File: src/rtl/dff_mem_arbiter_pkg.sv
// ----------------------------------------------------------------------------
// dff_mem_arbiter_pkg
//
// Shared definitions for the DFF RAM arbiter slice: default bus widths,
// requester identifiers, the command record a requester presents, and the
// tag that follows a read through the RAM pipeline.
// ----------------------------------------------------------------------------
package dff_mem_arbiter_pkg;

    localparam int DEF_ADDR_W = 4;
    localparam int DEF_DATA_W = 8;

    localparam logic REQ_A = 1'b0;
    localparam logic REQ_B = 1'b1;

    typedef struct packed {
        logic                  we;
        logic [DEF_ADDR_W-1:0] addr;
        logic [DEF_DATA_W-1:0] wdata;
    } cmd_t;

    typedef struct packed {
        logic valid;
        logic id;
    } tag_t;

endpackage

File: src/rtl/dff_mem_arbiter_if.sv
// ----------------------------------------------------------------------------
// dff_mem_arbiter_if
//
// One requester's command/response bundle.
//   req/we/addr/wdata : command, driven by the requester (valid/ready style)
//   gnt               : command accepted at this edge, driven by the arbiter
//   rvalid/rdata      : one-cycle read return, driven by the arbiter
// master = requester side, slave = arbiter side.
// ----------------------------------------------------------------------------
interface dff_mem_arbiter_if
    import dff_mem_arbiter_pkg::*;
#(
    parameter int ADDR_W = DEF_ADDR_W,
    parameter int DATA_W = DEF_DATA_W
);

    logic              req;
    logic              we;
    logic [ADDR_W-1:0] addr;
    logic [DATA_W-1:0] wdata;
    logic              gnt;
    logic              rvalid;
    logic [DATA_W-1:0] rdata;

    modport master (
        output req, we, addr, wdata,
        input  gnt, rvalid, rdata
    );

    modport slave (
        input  req, we, addr, wdata,
        output gnt, rvalid, rdata
    );

endinterface

File: src/rtl/dff_mem_rr_pick.sv
// ----------------------------------------------------------------------------
// dff_mem_rr_pick
//
// Two-way round-robin grant logic with its priority pointer.
//   clk, rst_n : clock, asynchronous active-low reset
//   ena        : when low no grant is issued
//   req[1:0]   : request vector, bit index = requester id
//   gnt[1:0]   : one-hot (or zero) combinational grant
// ----------------------------------------------------------------------------
module dff_mem_rr_pick
    import dff_mem_arbiter_pkg::*;
(
    input  logic       clk,
    input  logic       rst_n,
    input  logic       ena,
    input  logic [1:0] req,
    output logic [1:0] gnt
);

    // Id of the requester that wins when both ask at once.
    logic ptr;

    always_comb begin
        gnt = 2'b00;
        if (ena) begin
            if (req[0] && req[1]) begin
                gnt[ptr] = 1'b1;
            end else begin
                gnt = req;
            end
        end
    end

    // After any grant the tie-break passes to the requester that lost, so a
    // continuously requesting loser waits at most one cycle.
    always_ff @(posedge clk or negedge rst_n) begin
        if (!rst_n) begin
            ptr <= REQ_A;
        end else if (gnt[REQ_A]) begin
            ptr <= REQ_B;
        end else if (gnt[REQ_B]) begin
            ptr <= REQ_A;
        end
    end

endmodule

File: src/rtl/dff_mem_arbiter.sv
// ----------------------------------------------------------------------------
// dff_mem_arbiter
//
// Round-robin arbiter and sequencer placing two requesters onto the single
// port of the 16x8 DFF RAM macro.
//   clk, rst_n          : clock, asynchronous active-low reset
//   ena                 : design enable, no grants while low
//   a_if, b_if          : requester command/response bundles (slave side)
//   mem_ce_n            : RAM chip enable / read strobe, active low
//   mem_lr_n            : RAM write strobe, active low
//   mem_addr, mem_wdata : RAM address and write data
//   mem_rdata           : RAM registered read data
// Timing: accept edge E0 registers the strobes, the RAM acts at E1 and the
// read data is returned with a one-cycle rvalid at E2.
// ----------------------------------------------------------------------------
module dff_mem_arbiter
    import dff_mem_arbiter_pkg::*;
#(
    parameter int ADDR_W = DEF_ADDR_W,
    parameter int DATA_W = DEF_DATA_W
) (
    input  logic              clk,
    input  logic              rst_n,
    input  logic              ena,
    dff_mem_arbiter_if.slave  a_if,
    dff_mem_arbiter_if.slave  b_if,
    output logic              mem_ce_n,
    output logic              mem_lr_n,
    output logic [ADDR_W-1:0] mem_addr,
    output logic [DATA_W-1:0] mem_wdata,
    input  logic [DATA_W-1:0] mem_rdata
);

    logic [1:0]        req;
    logic [1:0]        gnt;
    logic              acc_valid;
    logic              acc_id;
    logic              acc_we;
    logic [ADDR_W-1:0] acc_addr;
    logic [DATA_W-1:0] acc_wdata;

    tag_t              issue_tag;
    tag_t              ram_tag;

    logic              a_rvalid_q;
    logic              b_rvalid_q;
    logic [DATA_W-1:0] a_rdata_q;
    logic [DATA_W-1:0] b_rdata_q;

    assign req = {b_if.req, a_if.req};

    dff_mem_rr_pick u_pick (
        .clk   (clk),
        .rst_n (rst_n),
        .ena   (ena),
        .req   (req),
        .gnt   (gnt)
    );

    assign a_if.gnt = gnt[REQ_A];
    assign b_if.gnt = gnt[REQ_B];

    // Select the accepted command; grants never depend on these fields.
    always_comb begin
        acc_valid = |gnt;
        acc_id    = gnt[REQ_B] ? REQ_B : REQ_A;
        if (acc_id == REQ_B) begin
            acc_we    = b_if.we;
            acc_addr  = b_if.addr;
            acc_wdata = b_if.wdata;
        end else begin
            acc_we    = a_if.we;
            acc_addr  = a_if.addr;
            acc_wdata = a_if.wdata;
        end
    end

    // The RAM writes whenever lr_n is low, even with ce_n high, so lr_n is
    // only driven low for a cycle that carries an accepted write.
    always_ff @(posedge clk or negedge rst_n) begin
        if (!rst_n) begin
            mem_ce_n  <= 1'b1;
            mem_lr_n  <= 1'b1;
            mem_addr  <= '0;
            mem_wdata <= '0;
        end else begin
            mem_ce_n <= !(acc_valid && !acc_we);
            mem_lr_n <= !(acc_valid && acc_we);
            if (acc_valid) begin
                mem_addr  <= acc_addr;
                mem_wdata <= acc_wdata;
            end
        end
    end

    // issue_tag lines up with the strobes, ram_tag with the RAM output.
    always_ff @(posedge clk or negedge rst_n) begin
        if (!rst_n) begin
            issue_tag <= '0;
            ram_tag   <= '0;
        end else begin
            issue_tag.valid <= acc_valid && !acc_we;
            issue_tag.id    <= acc_id;
            ram_tag         <= issue_tag;
        end
    end

    // rdata holds between returns; rvalid is a single-cycle pulse.
    always_ff @(posedge clk or negedge rst_n) begin
        if (!rst_n) begin
            a_rvalid_q <= 1'b0;
            b_rvalid_q <= 1'b0;
            a_rdata_q  <= '0;
            b_rdata_q  <= '0;
        end else begin
            a_rvalid_q <= ram_tag.valid && (ram_tag.id == REQ_A);
            b_rvalid_q <= ram_tag.valid && (ram_tag.id == REQ_B);
            if (ram_tag.valid && (ram_tag.id == REQ_A)) begin
                a_rdata_q <= mem_rdata;
            end
            if (ram_tag.valid && (ram_tag.id == REQ_B)) begin
                b_rdata_q <= mem_rdata;
            end
        end
    end

    assign a_if.rvalid = a_rvalid_q;
    assign b_if.rvalid = b_rvalid_q;
    assign a_if.rdata  = a_rdata_q;
    assign b_if.rdata  = b_rdata_q;

endmodule

File: src/flat_wrapper.sv
// flat-port wrapper written by rule: the top's interface ports become plain ports
module dff_mem_arbiter_flat import dff_mem_arbiter_pkg::*;
#(
    parameter int ADDR_W = DEF_ADDR_W,
    parameter int DATA_W = DEF_DATA_W
)
  (clk, rst_n, ena, mem_ce_n, mem_lr_n, mem_addr, mem_wdata, mem_rdata, a_if_req, a_if_we, a_if_addr, a_if_wdata, a_if_gnt, a_if_rvalid, a_if_rdata, b_if_req, b_if_we, b_if_addr, b_if_wdata, b_if_gnt, b_if_rvalid, b_if_rdata);
  dff_mem_arbiter_if #(.ADDR_W(ADDR_W), .DATA_W(DATA_W)) a_if_i ();
  dff_mem_arbiter_if #(.ADDR_W(ADDR_W), .DATA_W(DATA_W)) b_if_i ();
  input  logic clk;
  input  logic rst_n;
  input  logic ena;
  output logic mem_ce_n;
  output logic mem_lr_n;
  output logic [ADDR_W-1:0] mem_addr;
  output logic [DATA_W-1:0] mem_wdata;
  input  logic [DATA_W-1:0] mem_rdata;
  input wire logic [$bits(a_if_i.req)-1:0] a_if_req;
  input wire logic [$bits(a_if_i.we)-1:0] a_if_we;
  input wire logic [$bits(a_if_i.addr)-1:0] a_if_addr;
  input wire logic [$bits(a_if_i.wdata)-1:0] a_if_wdata;
  output wire logic [$bits(a_if_i.gnt)-1:0] a_if_gnt;
  output wire logic [$bits(a_if_i.rvalid)-1:0] a_if_rvalid;
  output wire logic [$bits(a_if_i.rdata)-1:0] a_if_rdata;
  input wire logic [$bits(b_if_i.req)-1:0] b_if_req;
  input wire logic [$bits(b_if_i.we)-1:0] b_if_we;
  input wire logic [$bits(b_if_i.addr)-1:0] b_if_addr;
  input wire logic [$bits(b_if_i.wdata)-1:0] b_if_wdata;
  output wire logic [$bits(b_if_i.gnt)-1:0] b_if_gnt;
  output wire logic [$bits(b_if_i.rvalid)-1:0] b_if_rvalid;
  output wire logic [$bits(b_if_i.rdata)-1:0] b_if_rdata;
  assign a_if_i.req = a_if_req;
  assign a_if_i.we = a_if_we;
  assign a_if_i.addr = a_if_addr;
  assign a_if_i.wdata = a_if_wdata;
  assign a_if_gnt = a_if_i.gnt;
  assign a_if_rvalid = a_if_i.rvalid;
  assign a_if_rdata = a_if_i.rdata;
  assign b_if_i.req = b_if_req;
  assign b_if_i.we = b_if_we;
  assign b_if_i.addr = b_if_addr;
  assign b_if_i.wdata = b_if_wdata;
  assign b_if_gnt = b_if_i.gnt;
  assign b_if_rvalid = b_if_i.rvalid;
  assign b_if_rdata = b_if_i.rdata;
  dff_mem_arbiter #(.ADDR_W(ADDR_W), .DATA_W(DATA_W)) u_core (.clk(clk), .rst_n(rst_n), .ena(ena), .a_if(a_if_i), .b_if(b_if_i), .mem_ce_n(mem_ce_n), .mem_lr_n(mem_lr_n), .mem_addr(mem_addr), .mem_wdata(mem_wdata), .mem_rdata(mem_rdata));
endmodule
File: config.mk
export PLATFORM = sky130hd
export DESIGN_NAME = dff_mem_arbiter_flat
export DESIGN_NICKNAME = d
export VERILOG_FILES = /design/src/rtl/dff_mem_arbiter_pkg.sv /design/src/rtl/dff_mem_arbiter_if.sv /design/src/rtl/dff_mem_rr_pick.sv /design/src/rtl/dff_mem_arbiter.sv /design/src/flat_wrapper.sv
export SDC_FILE = /design/constraint.sdc
export NUM_CORES = 1
export LEC_CHECK = 0
export BUFFER_PORTS_ARGS = -buffer_cell sky130_fd_sc_hd__buf_2
export CAP_MARGIN = 20
export CORE_ASPECT_RATIO = 1.4
export CORE_MARGIN = 1
export CORE_UTILIZATION = 45
export DETAILED_ROUTE_END_ITERATION = 12
export PLACE_DENSITY = 0.78
export SETUP_SLACK_MARGIN = 0.15
export SLEW_MARGIN = 25
export SYNTH_ARGS = -nofsm -noshare
export SYNTH_HDL_FRONTEND = slang
export SYNTH_SLANG_ARGS = --single-unit
File: constraint.sdc
create_clock -name clk -period 1.3 [get_ports clk]
set_input_delay 0.13 -clock clk [delete_from_list [all_inputs] [get_ports clk]]
set_output_delay 0.13 -clock clk [all_outputs]
set_load 0.005 [all_outputs]
# Word-level counts from Yosys, hierarchy flattened
# Index checks and enable logic that the tools add are counted.
[word_totals] reg_bits=37 inputBits=39 output_inout_bits=34 wordCells=37
[op_classes] magnitude_cmp=2 n_mux=10 bitwise_logic=1 reduce_logical=11
[ops] op="8-bit 2-to-1 mux" n=1
[ops] op="1-bit logical AND" n=6
[ops] op="1-bit 2-to-1 mux" n=5
[ops] op="2-bit 2-to-1 mux" n=2
[ops] op="4-bit 2-to-1 mux" n=1
[ops] op="1-bit logical NOT" n=3
[ops] op="1-bit by 2-bit < comparator with 1-bit output, second input constant" n=1
[ops] op="2-bit nonzero test" n=1
[ops] op="2-bit OR reduction" n=1
[ops] op="1-bit demux with 1-bit select" n=1
[ops] op="1-bit greater-or-equal comparator, second input constant" n=1
[ops] op="1-bit inverter" n=1

# Depth between registers and ports, before layout
# Gate-level depths: netlist (run 1).
[logic_depth] depth_word=11 depth_mapped=4 ltp_nobuf=3

# Modules after synthesis
# A second synthesis (run 1) with hierarchy kept.
[hier_totals] cells_unflattened=112 area_unflattened_um2=1458.9
[by_module_without_submodules] mod="dff_mem_arbiter" n_inst=1 cells_per_inst=104 area_each_um2=1397.6 seq_area_each_um2=903.4
[by_module_without_submodules] mod="dff_mem_rr_pick" n_inst=1 cells_per_inst=8 area_each_um2=61.3 seq_area_each_um2=25.0

# Worst setup path after synthesis (run 1)
# Ideal clock, no wire load.
[synth_path] kind="register to register" start="reg u_core.u_pick.ptr" end="reg u_core.mem_addr[3]" setup_time_ps=82 arrival_time_ps=1070 required_time_ps=1218 setup_slack_ps=148 stages_incl_launch_ff=5 n_path_buf=1 synth_period_minus_slack_ps=1152 path_cell_list="dfrtp_1 -> nor2b_4 -> buf_6 -> or3b_1 -> a31oi_1"
[synth_between] elab_chain_len=8 elab_cells_between_ends=10 cone_classes="2 x order compare; 6 x mux; 2 x reduce/logical"
[synth_rtl] item="start, declared" line_no="dff_mem_rr_pick.sv:21" rtl="logic ptr;"
[synth_rtl] item="start signal, assigned" line_no="dff_mem_rr_pick.sv:38" rtl="ptr <= REQ_A;"
[synth_rtl] item="start signal, assigned" line_no="dff_mem_rr_pick.sv:40" rtl="ptr <= REQ_B;"
[synth_rtl] item="start signal, assigned" line_no="dff_mem_rr_pick.sv:42" rtl="ptr <= REQ_A;"
[synth_rtl] item="1-bit by 2-bit < comparator with 1-bit output (implied by the code) / 1-bit greater-or-equal comparator (equally long branches)" line_no="dff_mem_rr_pick.sv:27" rtl="gnt[ptr] = 1'b1;"
[synth_rtl] item="1-bit logical AND (implied by the code)" line_no="dff_mem_rr_pick.sv:27"
[synth_rtl] item="1-bit 2-to-1 mux (implied by the code)" line_no="dff_mem_rr_pick.sv:27"
[synth_rtl] item="1-bit demux with 1-bit select *" line_no="dff_mem_rr_pick.sv:27"
[synth_rtl] item="2-bit 2-to-1 mux *" line_no="dff_mem_rr_pick.sv:26" rtl="if (req[0] && req[1]) begin"
[synth_rtl] item="2-bit 2-to-1 mux *" line_no="dff_mem_rr_pick.sv:25" rtl="if (ena) begin"
[synth_rtl] item="1-bit 2-to-1 mux" line_no="dff_mem_arbiter.sv:66" rtl="acc_id = gnt[REQ_B] ? REQ_B : REQ_A;"
[synth_rtl] item="4-bit 2-to-1 mux" line_no="dff_mem_arbiter.sv:67" rtl="if (acc_id == REQ_B) begin"
[synth_rtl] item="end signal, assigned" line_no="dff_mem_arbiter.sv:90" rtl="mem_addr <= acc_addr;"
[synth_rtl] item="end, declared" line_no="dff_mem_arbiter.sv:29" rtl="output logic [ADDR_W-1:0] mem_addr,"
# Mark *: on every way between the ends. The rest lies on a longest branch, timed or not.
# A chain may end at the register's enable or synchronous reset.

# Final worst setup path (run 1)
[layout_path] start="reg u_core.u_pick.ptr" end="reg u_core.mem_wdata[4]"
[layout_between] elab_chain_len=8 elab_cells_between_ends=10 cone_classes="2 x order compare; 6 x mux; 2 x reduce/logical"
[layout_rtl] item="1-bit by 2-bit < comparator with 1-bit output (implied by the code) / 1-bit greater-or-equal comparator (equally long branches)" line_no="dff_mem_rr_pick.sv:27"
[layout_rtl] item="1-bit logical AND (implied by the code)" line_no="dff_mem_rr_pick.sv:27"
[layout_rtl] item="1-bit 2-to-1 mux (implied by the code)" line_no="dff_mem_rr_pick.sv:27"
[layout_rtl] item="1-bit demux with 1-bit select *" line_no="dff_mem_rr_pick.sv:27"
[layout_rtl] item="2-bit 2-to-1 mux *" line_no="dff_mem_rr_pick.sv:26"
[layout_rtl] item="2-bit 2-to-1 mux *" line_no="dff_mem_rr_pick.sv:25"
[layout_rtl] item="1-bit 2-to-1 mux" line_no="dff_mem_arbiter.sv:66"
[layout_rtl] item="8-bit 2-to-1 mux" line_no="dff_mem_arbiter.sv:67"
[layout_rtl] item="end signal, assigned" line_no="dff_mem_arbiter.sv:91" rtl="mem_wdata <= acc_wdata;"
[layout_rtl] item="end, declared" line_no="dff_mem_arbiter.sv:30" rtl="output logic [DATA_W-1:0] mem_wdata,"
# Marked as above.

==> summary.md, run 1 <==
| Metric | Value |
|---|---|
| Fillers | 237 |
| Failing checks | negative setup slack |
| Part of the power in combinational logic | 25.1% |
| Met3 usage | 7.86% |
| Num CTS Buffers | 5 |
| Dpl hpwl | 2.41 mm |
| Psw | 0.000767 W |
| Worst Skew | 0.00518 ns |
| Buf/Inv on CP | 2 |
| Root buf cell | clkbuf_8 |
| Worst-margin pin slew | 0.413 ns |
| Peak supply drop | 0.909 mV |
| Register area share after synthesis | 59.8% |
| Die span in y | 71.5 um |
| Post-Synth Adder-Cell Area | 0% |
| # setup viols final | 11 |
| Row count | 24 |
| Synth Cell Area | 1550 um^2 |
| Post-synthesis compound-gate area fraction | 11.1% |
| GRT Util Overall | 20.6% |
| Total wire length | 3.64 mm |
| Die width | 51.6 um |
| CP Capture Type | flop |
| Max-slew violation count | 0 |
| Slowest cell on crit path | dfrtp_1 |
| Internal power | 0.00222 W |
| Residual DRC | 0 |
| Yosys reg bits | 37 |
| Leading area contributor after synthesis | dfrtp_1 |
| Max Cap Viol | 0 |
| P per Cell Area | 1340 nW/um^2 |
| Initial Util | 48.3% |
| GRT met1 Usage | 20.3% |
| CTS clk-pin slew, worst paths | 0.07 ns |
| Layer with the highest usage | met2 |
| Pre-CTS setup slack | 0.0342 ns |
| Warnings from Yosys | 0 |
| CORE AREA | 3210 um^2 |
| Remaining antenna violation count | 0 |
| Net Sw Frac | 25.7% |
| Worst Path Required | 1.50 ns |
| Largest cells by area after synthesis | dfrtp_1 (56%), mux2_2 (12%), or3b_1 (6.8%) |
| Hold Crit Class | in2reg |
| Drt via density | 5.16 |
| I/O Buffers | 72 |
| Startpoint Class | flop |
| First-pass DRT Iterations | 4 |
| Max_slew headroom | 72.4% |
| Area share of the largest cell type after synthesis | 56.4% |
| Area growth syn-to-layout | 43.4% |
| CTS max path bufs | 2 |
| XOR/XNOR Fraction of Synth Area | 0% |
| Fmax | 733 MHz |
| Clk pwr share | 26.0% |
| I/O Pins | 73 |
| WL/cell | 14.6 um |
| Min cycle time layout | 1.36 ns |
| Clk_lat worst skew | 0.28 ns |
| Total grt overflow | 0 |
| Seq pwr share | 49.0% |
| Largest net degree at the start of global routing | 28 |
| Synthesized Nets | 163 |
| CTS tree | done |
| Simple-gate share of the synthesized area | 13.3% |
| Grt met2 use | 37.2% |
| Mux cell area share after synthesis | 11.6% |
| Diode count | 0 |
| Largest family of logic cells by synthesized area | simple AND/OR/NAND/NOR gates |
| Share of post-route cells with drive strength above 1 | 55.0% |
| Outcome | finished, violations left |
| Critical Path AT | 1.56 ns |
| Worst Path Max Fanout | 7 |
| Hold Vio Cnt, Final | 0 |
| Initial antenna violation count | 0 |
| Final worst slack | -0.0646 ns |
| Setup CP Type | reg2reg |
| Worst path max stage delay | 0.41 ns |
| Synthesized area per cell | 12.5 um^2 |
| First-pass GRT wire length | 5.55 mm |
| Final net count | 250 |
| Top delay family on crit path | simple AND/OR/NAND/NOR gates |
| Via count | 1290 |
| Vias in the first global route | 1340 |
| Ratio of final minimum period to clock period | 105% |
| Sink Count | 37 |
| Die area | 3690 um^2 |
| Post-Syn Instances | 124 |
| CP Cell Sequence | nor2b_4 -> buf_6 -> buf_16 -> or3b_1 -> a31oi_1 |
| Yosys cell types | 23 |
| Final Hold Slack | 0.101 ns |
| RSZ-0062 raised after global routing | true |
| Routability cong. | 0.715 |
| Lkg Pwr | 1.08 nW |
| CTS H-Tree Depth | 2 |
| Starting DRT DRC Count | 15 |
## Yosys cell counts
| cell | instances |
|---|---|
| dfrtp_1 | 35 |
| mux2_2 | 16 |
| nor2_1 | 13 |
| a31oi_1 | 12 |
| or3b_1 | 12 |
| o21ai_0 | 7 |
| o21ai_1 | 7 |
| buf_2 | 2 |
| buf_4 | 2 |
| buf_6 | 2 |
| dfstp_2 | 2 |
| nand2_1 | 2 |
| o21a_1 | 2 |
| a21o_1 | 1 |
| a21oi_1 | 1 |
| clkbuf_8 | 1 |
| inv_1 | 1 |
| nand2_2 | 1 |
| nor2b_1 | 1 |
| nor2b_4 | 1 |
| nor3_1 | 1 |
| nor3b_1 | 1 |
| or3_1 | 1 |
## routing by layer
metal	wire length [um]	part of all wire (%)
met5	0	0
met4	42	1.2
met3	261	7.2
met2	1920	53
met1	1410	39
## cells by family (layout without fill, tap and decap cells)
logic type,Yosys count,count (layout)
flops,37,37
simple gates,33,33
buf+inv,8,95
compound gates,30,30
mux,16,16
## sequential cells by signal, summed over array words and instances, names as in the netlist
signal              cells
u_core.b_if.rdata       8
u_core.mem_addr         4
u_core.ram_tag          2
u_core.a_if.rvalid      1
u_core.b_if.rvalid      1
u_core.issue_tag        2
u_core.mem_lr_n         1
u_core.mem_wdata        8
u_core.a_if.rdata       8
u_core.u_pick.ptr       1
u_core.mem_ce_n         1
## timing repair
item,in CTS,in global routing
pin swaps,12,10
endpoints found under the setup margin,25,25
buffers inserted,4,2
cloned,1,2
hold buffers,1,0
gates resized for setup,5,17
hold endpoints to repair,15,0
## final cells by class
type | instances | area, um^2 | share of cell area (%)
Clock buffer | 7 | 86.3 | 3.88
Timing Repair Buffer | 87 | 541 | 24.3
Multi-Input combinational cell | 79 | 619 | 27.8
Inverter | 1 | 3.75 | 0.169
Tap cell | 39 | 48.8 | 2.19
Sequential cell | 37 | 928 | 41.7
## metrics by stage
stage / TNS (ns) / power, W / util (%) / area (um^2) / instances
5_1_grt: -0.881 / 0.00317 / 69.3 / 2230 / 250
3_5_place_dp: 0 / 0.00210 / 60.7 / 1950 / 233
3_3_place_gp: 0 / 0.00206 / 60.7 / 1950 / 233
6_report: -0.352 / 0.00299 / 69.3 / 2230 / 250
2_1_floorplan: 0 / 0.00177 / - / 1550 / 124
4_1_cts: -0.150 / 0.00294 / 65.9 / 2120 / 246
## power by group through the flow
| stage | Sequential, W | Clock, W | Combinational (W) |
|---|---|---|---|
| after global routing | 0.00149 | 0.000857 | 0.000821 |
| after global placement | 0.00147 | 0 | 0.000599 |
| final | 0.00146 | 0.000777 | 0.000749 |
| after CTS | 0.00146 | 0.000796 | 0.000685 |
| after detailed placement | 0.00148 | 0 | 0.000626 |
| after floorplan | 0.00149 | 0 | 0.000273 |
## placed cells by master (no fill, tap or decap)
cell	n
a21o_1	1
a21oi_2	1
a31oi_1	12
buf_12	1
buf_16	1
buf_2	72
buf_4	7
buf_6	4
clkbuf_1	1
clkbuf_16	1
clkbuf_8	6
dfrtp_1	35
dfstp_2	2
dlygate4sd3_1	1
inv_1	1
mux2_2	8
mux2_4	8
nand2_1	1
nand2_2	1
nand2_8	1
nor2_1	12
nor2_2	1
nor2b_4	2
nor3_1	1
nor3b_1	1
o21a_1	2
o21ai_0	7
o21ai_1	7
or3_1	1
or3b_1	12
## path summary, 6_finish.rpt
| check | cells past startpoint | to | slack [ns] | startpoint |
|---|---|---|---|---|
| setup / recovery | 5 | u_core.mem_wdata[4] | -0.06 | u_core.u_pick.ptr |
| hold / removal | 2 | u_core.a_if.rdata[2] | 0.10 | mem_rdata[2] |
| setup reg to reg | 5 | u_core.mem_wdata[4] | -0.06 | u_core.u_pick.ptr |
| hold reg to reg | 0 | u_core.ram_tag[1] | 0.35 | u_core.issue_tag[1] |
| max in group asynchronous | 3 | u_core.ram_tag[0] | 0.47 | rst_n |
| min in group asynchronous | 2 | u_core.mem_wdata[1] | 0.31 | rst_n |
(Power assumes the default switching activity.)
==> inputs of run 2 (changes only) <==
--- a/config.mk
+++ b/config.mk
@@ -7,7 +7,7 @@
 export LEC_CHECK = 0
 export BUFFER_PORTS_ARGS = -buffer_cell sky130_fd_sc_hd__buf_2
 export CAP_MARGIN = 20
-export CORE_ASPECT_RATIO = 1.4
+export CORE_ASPECT_RATIO = 0.9
 export CORE_MARGIN = 1
 export CORE_UTILIZATION = 45
 export DETAILED_ROUTE_END_ITERATION = 12
==> run 2 against run 1 <==
Effect of this change:
- worst setup slack improved by 0.014 ns
- non-clock buffer count rose by 2
- power rose by 3.0%
- design area rose by 2.1%
- clock power rose by 10%
- highest routed layer unchanged
- combinational power rose by 1%
- critical path depth did not move
- die area barely moved
- the flow still finishes with violations (negative setup slack)
==> summary.md, run 2 (same netlist as run 1, synthesis figures left out) <==
| Metric | Value |
|---|---|
| Outcome | finished, violations left |
| Failing checks | negative setup slack |
| Final Hold Slack | 0.0953 ns (-0.00607 ns) |
| Worst Path Required | 1.50 ns (about the same) |
| Worst path max stage delay | 0.40 ns (about the same) |
| GRT Util Overall | 20.1% (-0.46 points) |
| Remaining antenna violation count | 0 (unchanged) |
| CP Cell Sequence | nor2b_4 -> buf_6 -> buf_16 -> or3b_1 -> a31oi_1 |
| Starting DRT DRC Count | 49 (+34) |
| Total wire length | 3.54 mm (-2.8%) |
| Min cycle time layout | 1.35 ns (-0.0138 ns) |
| Routability cong. | 0.649 (-9.2%) |
| Area growth syn-to-layout | 46.5% |
| WL/cell | 13.8 um (-5.1%) |
| First-pass DRT Iterations | 4 (unchanged) |
| Total grt overflow | 0 (unchanged) |
| Ratio of final minimum period to clock period | 104% (-1.1 points) |
| Commonest non-fill, non-tap cell in the layout | buf_2 |
| Die width | 63.9 um (+24%) |
| Dpl hpwl | 2.31 mm (-4.0%) |
| Diode count | 0 (unchanged) |
| Sink Count | 37 (unchanged) |
| Lkg Pwr | 1.10 nW (+2.1%) |
| P per Cell Area | 1350 nW/um^2 (+0.82%) |
| Initial antenna violation count | 0 (unchanged) |
| Startpoint Class | flop |
| CTS tree | done |
| Psw | 0.000788 W (+2.6%) |
| Setup CP Type | reg2reg |
| Vias in the first global route | 1253 (-6.5%) |
| Num CTS Buffers | 5 (unchanged) |
| Fmax | 740 MHz (+1.0%) |
| Die area | 3690 um^2 (about the same) |
| Net Sw Frac | 25.6% (-0.083 points) |
| I/O Buffers | 72 (unchanged) |
| Worst-margin pin slew | 0.450 ns (+0.0376 ns) |
| CTS max path bufs | 2 (unchanged) |
| Max Cap Viol | 0 (unchanged) |
| Hold Crit Class | in2reg |
| Clk_lat worst skew | 0.29 ns (about the same) |
| Final worst slack | -0.0508 ns (+0.0138 ns) |
| Internal power | 0.00229 W (+3.1%) |
| Commonest non-fill, non-tap cells in the layout | buf_2 (72), dfrtp_1 (34), or3b_1 (12), nor2_1 (12), a31oi_1 (12) |
| Row count | 19 (-21%) |
| Final net count | 252 (+0.80%) |
| Residual DRC | 0 (unchanged) |
| Root buf cell | clkbuf_8 |
| RSZ-0062 raised after global routing | true |
| First-pass GRT wire length | 5.49 mm (-0.99%) |
| Setup TNS | -0.202 ns (+0.150 ns) |
| Hold Path Origin | mem_rdata[4] |
| I/O Pins | 73 (unchanged) |
| Share of post-route cells with drive strength above 1 | 56.5% (+1.6 points) |
| CP Capture Type | flop |
| Seq pwr share | 47.6% (-1.4 points) |
| Part of the power in combinational logic | 24.6% (-0.5 points) |
| Slowest cell on crit path | dfrtp_1 |
| Clk pwr share | 27.8% (+1.8 points) |
| Largest net degree at the start of global routing | 38 (+36%) |
| CTS clk-pin slew, worst paths | 0.08 ns (about the same) |
| Drt via density | 5.08 (-1.5%) |
| CORE AREA | 3160 um^2 (-1.6%) |
| Initial Util | 49.1% (+0.78 points) |
| RR Startpoint | u_core.u_pick.ptr |
| Layout Utilization | 71.9% (+2.6 points) |
| Hold Vio Cnt, Final | 0 (unchanged) |
| Worst Path Max Fanout | 6 (-1) |
| Worst Skew | 0.0115 ns (+0.00635 ns) |
| Peak supply drop | 0.827 mV (-9.0%) |
| Reg area | 930 um^2 (+0.13%) |
| Die span in y | 57.7 um (-19%) |
| Max-slew violation count | 0 (unchanged) |
| Fillers | 214 (-9.7%) |
| # setup viols final | 8 (-3) |
| Worst Setup SP | u_core.u_pick.ptr |
| Area of the multi-input gates | 624 um^2 (+0.81%) |
| Max_slew headroom | 70.0% (-2.4 points) |
| Critical Path AT | 1.55 ns (about the same) |
| Via count | 1301 (+0.85%) |
| CTS H-Tree Depth | 2 (unchanged) |
[run 2: cell count changes in the layout (fill, tap and decap cells not counted), sizes merged]
cell    change
buf         +2
clkinv      +1
[run 2: worst max-delay path: cells and delay by family, from the launching register on]
kind            cells  cell delay, ns
compound gates      1            0.19
flops               1            0.40
simple gates        2            0.42
buf+inv             2            0.25
[run 2: power by group through the flow]
stage	clock network, W	logic [W]	registers (W)
after floorplan	0	0.000273	0.00149
after global placement	0	0.000598	0.00146
after detailed placement	0	0.000619	0.00148
after CTS	0.000870	0.000689	0.00146
after global routing	0.000932	0.000827	0.00149
final	0.000855	0.000758	0.00147
[run 2: per-layer routing]
| layer | GRT usage [%] | vias up | routed length (um) | part of all wire (%) |
|---|---|---|---|---|
| li1 | - | 622 | - | - |
| met4 | 10.7 | 0 | 46 | 1.3 |
| met2 | 34.2 | 61 | 1730 | 49 |
| met3 | 5.31 | 5 | 257 | 7.3 |
| met5 | 0 | - | 0 | 0 |
| met1 | 23.6 | 613 | 1510 | 43 |
[run 2: final timing paths]
path / endpoint / slack, ns / depth (start not counted)
worst min-delay path: u_core.a_if.rdata[4] / 0.1 / 2
worst max register to register: u_core.mem_addr[1] / -0.05 / 5
min in group asynchronous: u_core.issue_tag[1] / 0.41 / 3
worst min register to register: u_core.ram_tag[0] / 0.35 / 0
worst max-delay path: u_core.mem_addr[1] / -0.05 / 5
max in group asynchronous: u_core.ram_tag[1] / 0.54 / 3
[run 2: repair_timing]
| item | in CTS | in global routing |
|---|---|---|
| buffers inserted | 7 | 2 |
| hold buffers | 1 | 0 |
| setup endpoints to repair | 24 | 33 |
| gates resized for setup | 12 | 14 |
| pin swaps | 16 | 14 |
| hold endpoints to repair | 35 | 0 |
| gates cloned | 2 | 1 |
[run 2: layout make-up]
| class | instances | area share (%) |
|---|---|---|
| tap | 42 | 2.31 |
| inverter | 1 | 0.165 |
| clock inverter | 1 | 0.220 |
| timing repair buffer | 89 | 24.8 |
| sequential | 37 | 40.9 |
| multi-input combinational | 79 | 27.4 |
| clock buffer | 7 | 4.24 |
[run 2: per-stage QoR]
stage	power, W	worst slack [ns]	area (um^2)	std cells
final	0.00308	-0.0508	2270	256
after global routing	0.00325	-0.0874	2270	256
after CTS	0.00302	-0.00659	2180	253
after detailed placement	0.00210	0.0149	1950	235
after global placement	0.00206	0.110	1950	235
after floorplan	0.00177	0.179	1550	124
==> inputs of run 3 (changes only) <==
--- a/config.mk
+++ b/config.mk
@@ -9,11 +9,12 @@
 export CAP_MARGIN = 20
 export CORE_ASPECT_RATIO = 0.9
 export CORE_MARGIN = 1
-export CORE_UTILIZATION = 45
+export CORE_UTILIZATION = 44
 export DETAILED_ROUTE_END_ITERATION = 12
-export PLACE_DENSITY = 0.78
-export SETUP_SLACK_MARGIN = 0.15
+export PLACE_DENSITY = 0.77
+export SETUP_SLACK_MARGIN = 0.1
 export SLEW_MARGIN = 25
 export SYNTH_ARGS = -nofsm -noshare
 export SYNTH_HDL_FRONTEND = slang
+export SYNTH_HIERARCHICAL = 1
 export SYNTH_SLANG_ARGS = --single-unit
==> run 3 against run 2 <==
Effect of this change:
- the flow now finishes without violations
- sequential power up 6%
- design area down 5.6%
- via count down 10%
- non-clock buffer count down 4
- clock skew down 0.0081 ns
- core utilization down 3.0 points
- critical path type unchanged
- largest cell class unchanged
- highest routed layer unchanged
==> summary.md, run 3 <==
| Metric | Value |
|---|---|
| Outcome | complete, no violations |
| Drt via density | 4.82 (-5.1%) |
| RR Endpoint | u_core/mem_wdata[5] |
| Setup TNS | 0 ns (+0.202 ns) |
| Area growth syn-to-layout | 47.3% |
| XOR/XNOR Fraction of Synth Area | 0% (unchanged) |
| Psw | 0.000864 W (+9.6%) |
| Residual DRC | 0 (unchanged) |
| Yosys reg bits | 37 (unchanged) |
| Area share of the largest cell type after synthesis | 60.0% (+3.6 points) |
| Register area share after synthesis | 63.6% (+3.8 points) |
| Min cycle time layout | 1.29 ns (-0.0641 ns) |
| Ratio of final minimum period to clock period | 99.0% (-4.9 points) |
| Simple-gate share of the synthesized area | 5.15% (-8.1 points) |
| I/O Buffers | 72 (unchanged) |
| Root buf cell | clkbuf_8 |
| Commonest non-fill, non-tap cells in the layout | buf_2 (71), dfrtp_1 (34), mux2_2 (16) |
| GRT met1 Usage | 22.9% (-0.73 points) |
| Max-slew violation count | 0 (unchanged) |
| Fmax | 777 MHz (+5.0%) |
| Hold Path Origin | b_if_we |
| Non-Filler Instances | 242 (-5.5%) |
| Synthesized area per cell | 13.0 um^2 (+4.0%) |
| Internal power | 0.00263 W (+15%) |
| Synthesized Nets | 151 (-7.4%) |
| Starting DRT DRC Count | 22 (-55%) |
| CTS tree | done |
| Register-to-Register Path Depth | 5 (unchanged) |
| Buf/Inv on CP | 2 (unchanged) |
| Worst Skew | 0.00339 ns (-0.00814 ns) |
| Net Sw Frac | 24.7% (-0.89 points) |
| Largest family of logic cells by synthesized area | multiplexers |
| Fillers | 255 (+19%) |
| Total wire length | 3.20 mm (-9.5%) |
| Hold depth | 2 (unchanged) |
| Layer with the highest usage | met2 |
| Asr flop ratio synth | 100% (unchanged) |
| Total grt overflow | 0 (unchanged) |
| RR Startpoint | u_core/u_pick/ptr |
| WL/cell | 13.2 um (-4.3%) |
| Leading area contributor after synthesis | dfrtp_1 |
| RSZ-0062 raised after global routing | true |
| P per Cell Area | 1630 nW/um^2 (+20%) |
| Initial Util | 46.8% (-2.3 points) |
| Mux cell area share after synthesis | 20.6% (+9.0 points) |
| Worst-margin pin slew | 0.365 ns (-0.0850 ns) |
| Worst reg2reg setup slack | 0.01 ns (+0.06 ns) |
| Row count | 19 (unchanged) |
| Met3 usage | 5.08% (-0.23 points) |
| CTS clk-pin slew, worst paths | 0.07 ns (about the same) |
| Setup CP Type | reg2reg |
| Placed Cells | 226 (-3.8%) |
| CP dominant cell by count | buf_12 |
| Clk pwr share | 33.3% (+5.5 points) |
| First-pass DRT Iterations | 4 (unchanged) |
| Synth Cell Area | 1460 um^2 (-6.0%) |
| Peak supply drop | 1.00 mV (+21%) |
| Area of the multi-input gates | 505 um^2 (-19%) |
| CP Cell Sequence | a21oi_4 -> buf_12 -> buf_12 -> mux2i_1 -> o21ai_1 |
| Diode count | 0 (unchanged) |
| Hold Crit Class | in2reg |
| Yosys cell types | 18 (-22%) |
| Share of post-route cells with drive strength above 1 | 58.5% (+2.0 points) |
| Worst path max stage delay | 0.44 ns (+0.04 ns) |
| Via count | 1167 (-10%) |
| Remaining antenna violation count | 0 (unchanged) |
| Clk_lat worst skew | 0.29 ns (about the same) |
| Max_slew headroom | 75.6% (+5.7 points) |
| Final net count | 238 (-5.6%) |
| Worst Path Required | 1.47 ns (-0.03 ns) |
| Worst-case hold path end point | u_core/issue_tag[1] |
| Synth top cells by count | dfrtp_1 (35), mux2_2 (16), nand2_1 (15) |
| Die area | 3550 um^2 (-3.8%) |
| Sink Count | 37 (unchanged) |
| CORE AREA | 3110 um^2 (-1.5%) |
| Post-Synth Adder-Cell Area | 0% (unchanged) |
| CTS H-Tree Depth | 2 (unchanged) |
| Reg area | 930 um^2 (unchanged) |
| Largest net degree at the start of global routing | 22 (-42%) |
| Post-synthesis compound-gate area fraction | 7.03% (-4.1 points) |
| Worst Path Max Fanout | 7 (+1) |
| Hold Vio Cnt, Final | 0 (unchanged) |
| Top-count cell post-synth | dfrtp_1 |
| Part of the power in combinational logic | 22.2% (-2.4 points) |
| Grt met2 use | 37.6% (+3.4 points) |
| Die span in y | 56.6 um (-1.9%) |
| Die width | 62.7 um (-1.9%) |
| I/O Pins | 73 (unchanged) |
| Warnings from Yosys | 6 (+6) |
| Post-Syn Instances | 112 (-9.7%) |
| CTS max path bufs | 2 (unchanged) |
| Num CTS Buffers | 5 (unchanged) |
| Dpl hpwl | 2.36 mm (+2.3%) |
| Commonest non-fill, non-tap cell in the layout | buf_2 |
| Number of enable flip-flop cells after synthesis | 0 (unchanged) |
| Max Cap Viol | 0 (unchanged) |
| Vias in the first global route | 1246 (-0.56%) |
| GRT Util Overall | 20.9% (+0.79 points) |
| Routability cong. | 0.680 (+4.6%) |
| Slowest cell on crit path | dfrtp_2 |
| Initial antenna violation count | 0 (unchanged) |
| Critical Path AT | 1.46 ns (-0.09 ns) |
| First-pass GRT wire length | 5.48 mm (-0.25%) |
| Startpoint Class | flop |
| Top delay family on crit path | flip-flops |
| # setup viols final | 0 (-8) |
| Largest cells by area after synthesis | dfrtp_1 (60%), mux2_2 (12%), mux2i_1 (8.2%) |
| CP Capture Type | flop |
| Seq pwr share | 44.5% (-3.1 points) |
| Leading register cell type out of synthesis | dfrtp_1 |
| Lkg Pwr | 1.08 nW (-2.2%) |
run 3: power groups by stage:
| stage | registers [W] | clock network [W] | logic (W) |
|---|---|---|---|
| detailed placement | 0.00157 | 0 | 0.000742 |
| finish | 0.00156 | 0.00116 | 0.000778 |
| floorplan | 0.00158 | 0 | 0.000307 |
| global placement | 0.00155 | 0 | 0.000707 |
| global route | 0.00159 | 0.00123 | 0.000859 |
| CTS | 0.00155 | 0.00118 | 0.000777 |
run 3: what timing repair did:
item / in CTS / in global routing
hold buffers: 1 / 0
gates resized for setup: 3 / 3
gates cloned: 0 / 0
hold endpoints to repair: 13 / 0
buffers inserted: 6 / 1
pin swaps: 1 / 0
setup endpoints to repair: 13 / 25
run 3: logic make-up after synthesis:
kind of cell           Yosys count
AO/OA/AOI/OAI                   18
flip-flops                      37
buffers and inverters           11
AND/OR/NAND/NOR                 18
multiplexers                    28
run 3: per-stage QoR:
stage / hold WS (ns) / setup slack [ns] / power, W / area, um^2 / utilization, %
detailed placement: 0.0593 / 0.0925 / 0.00231 / 1920 / 61.6
floorplan: -0.166 / 0.107 / 0.00189 / 1480 / -
global route: 0.0500 / -0.0386 / 0.00368 / 2150 / 69.0
finish: 0.0423 / 0.0133 / 0.00350 / 2150 / 69.0
CTS: 0.0397 / 0.0308 / 0.00351 / 2140 / 68.6
global placement: 0.0531 / 0.145 / 0.00226 / 1920 / 61.6
run 3: routing by layer:
| layer | routed length (um) | share of wire, % | up-vias |
|---|---|---|---|
| met1 | 1250 | 39 | 541 |
| met5 | 0 | 0 | - |
| met4 | 70 | 2.2 | 0 |
| li1 | - | - | 553 |
| met3 | 235 | 7.3 | 8 |
| met2 | 1640 | 51 | 65 |
run 3: worst max-delay path by stage:
stage,start,to,cells past startpoint
detailed placement,u_core/ram_tag[0],u_core/a_if.rdata[7],2
CTS,u_core/u_pick/ptr,u_core/mem_wdata[5],5
global placement,u_core/ram_tag[1],u_core/b_if.rdata[5],2
global route,u_core/u_pick/ptr,u_core/mem_wdata[3],5
floorplan,u_core/u_pick/ptr,u_core/mem_addr[0],5
finish,u_core/u_pick/ptr,u_core/mem_wdata[5],5
run 3: final cells by class:
cell class              instances  share of cell area, %
clock buffers                   5                   3.20
inverters                       6                   1.05
well taps                      42                   2.45
repair buffers                 85                   23.5
multi-input cells              64                   23.5
clock inverters                 3                   3.03
flip-flops and latches         37                   43.3
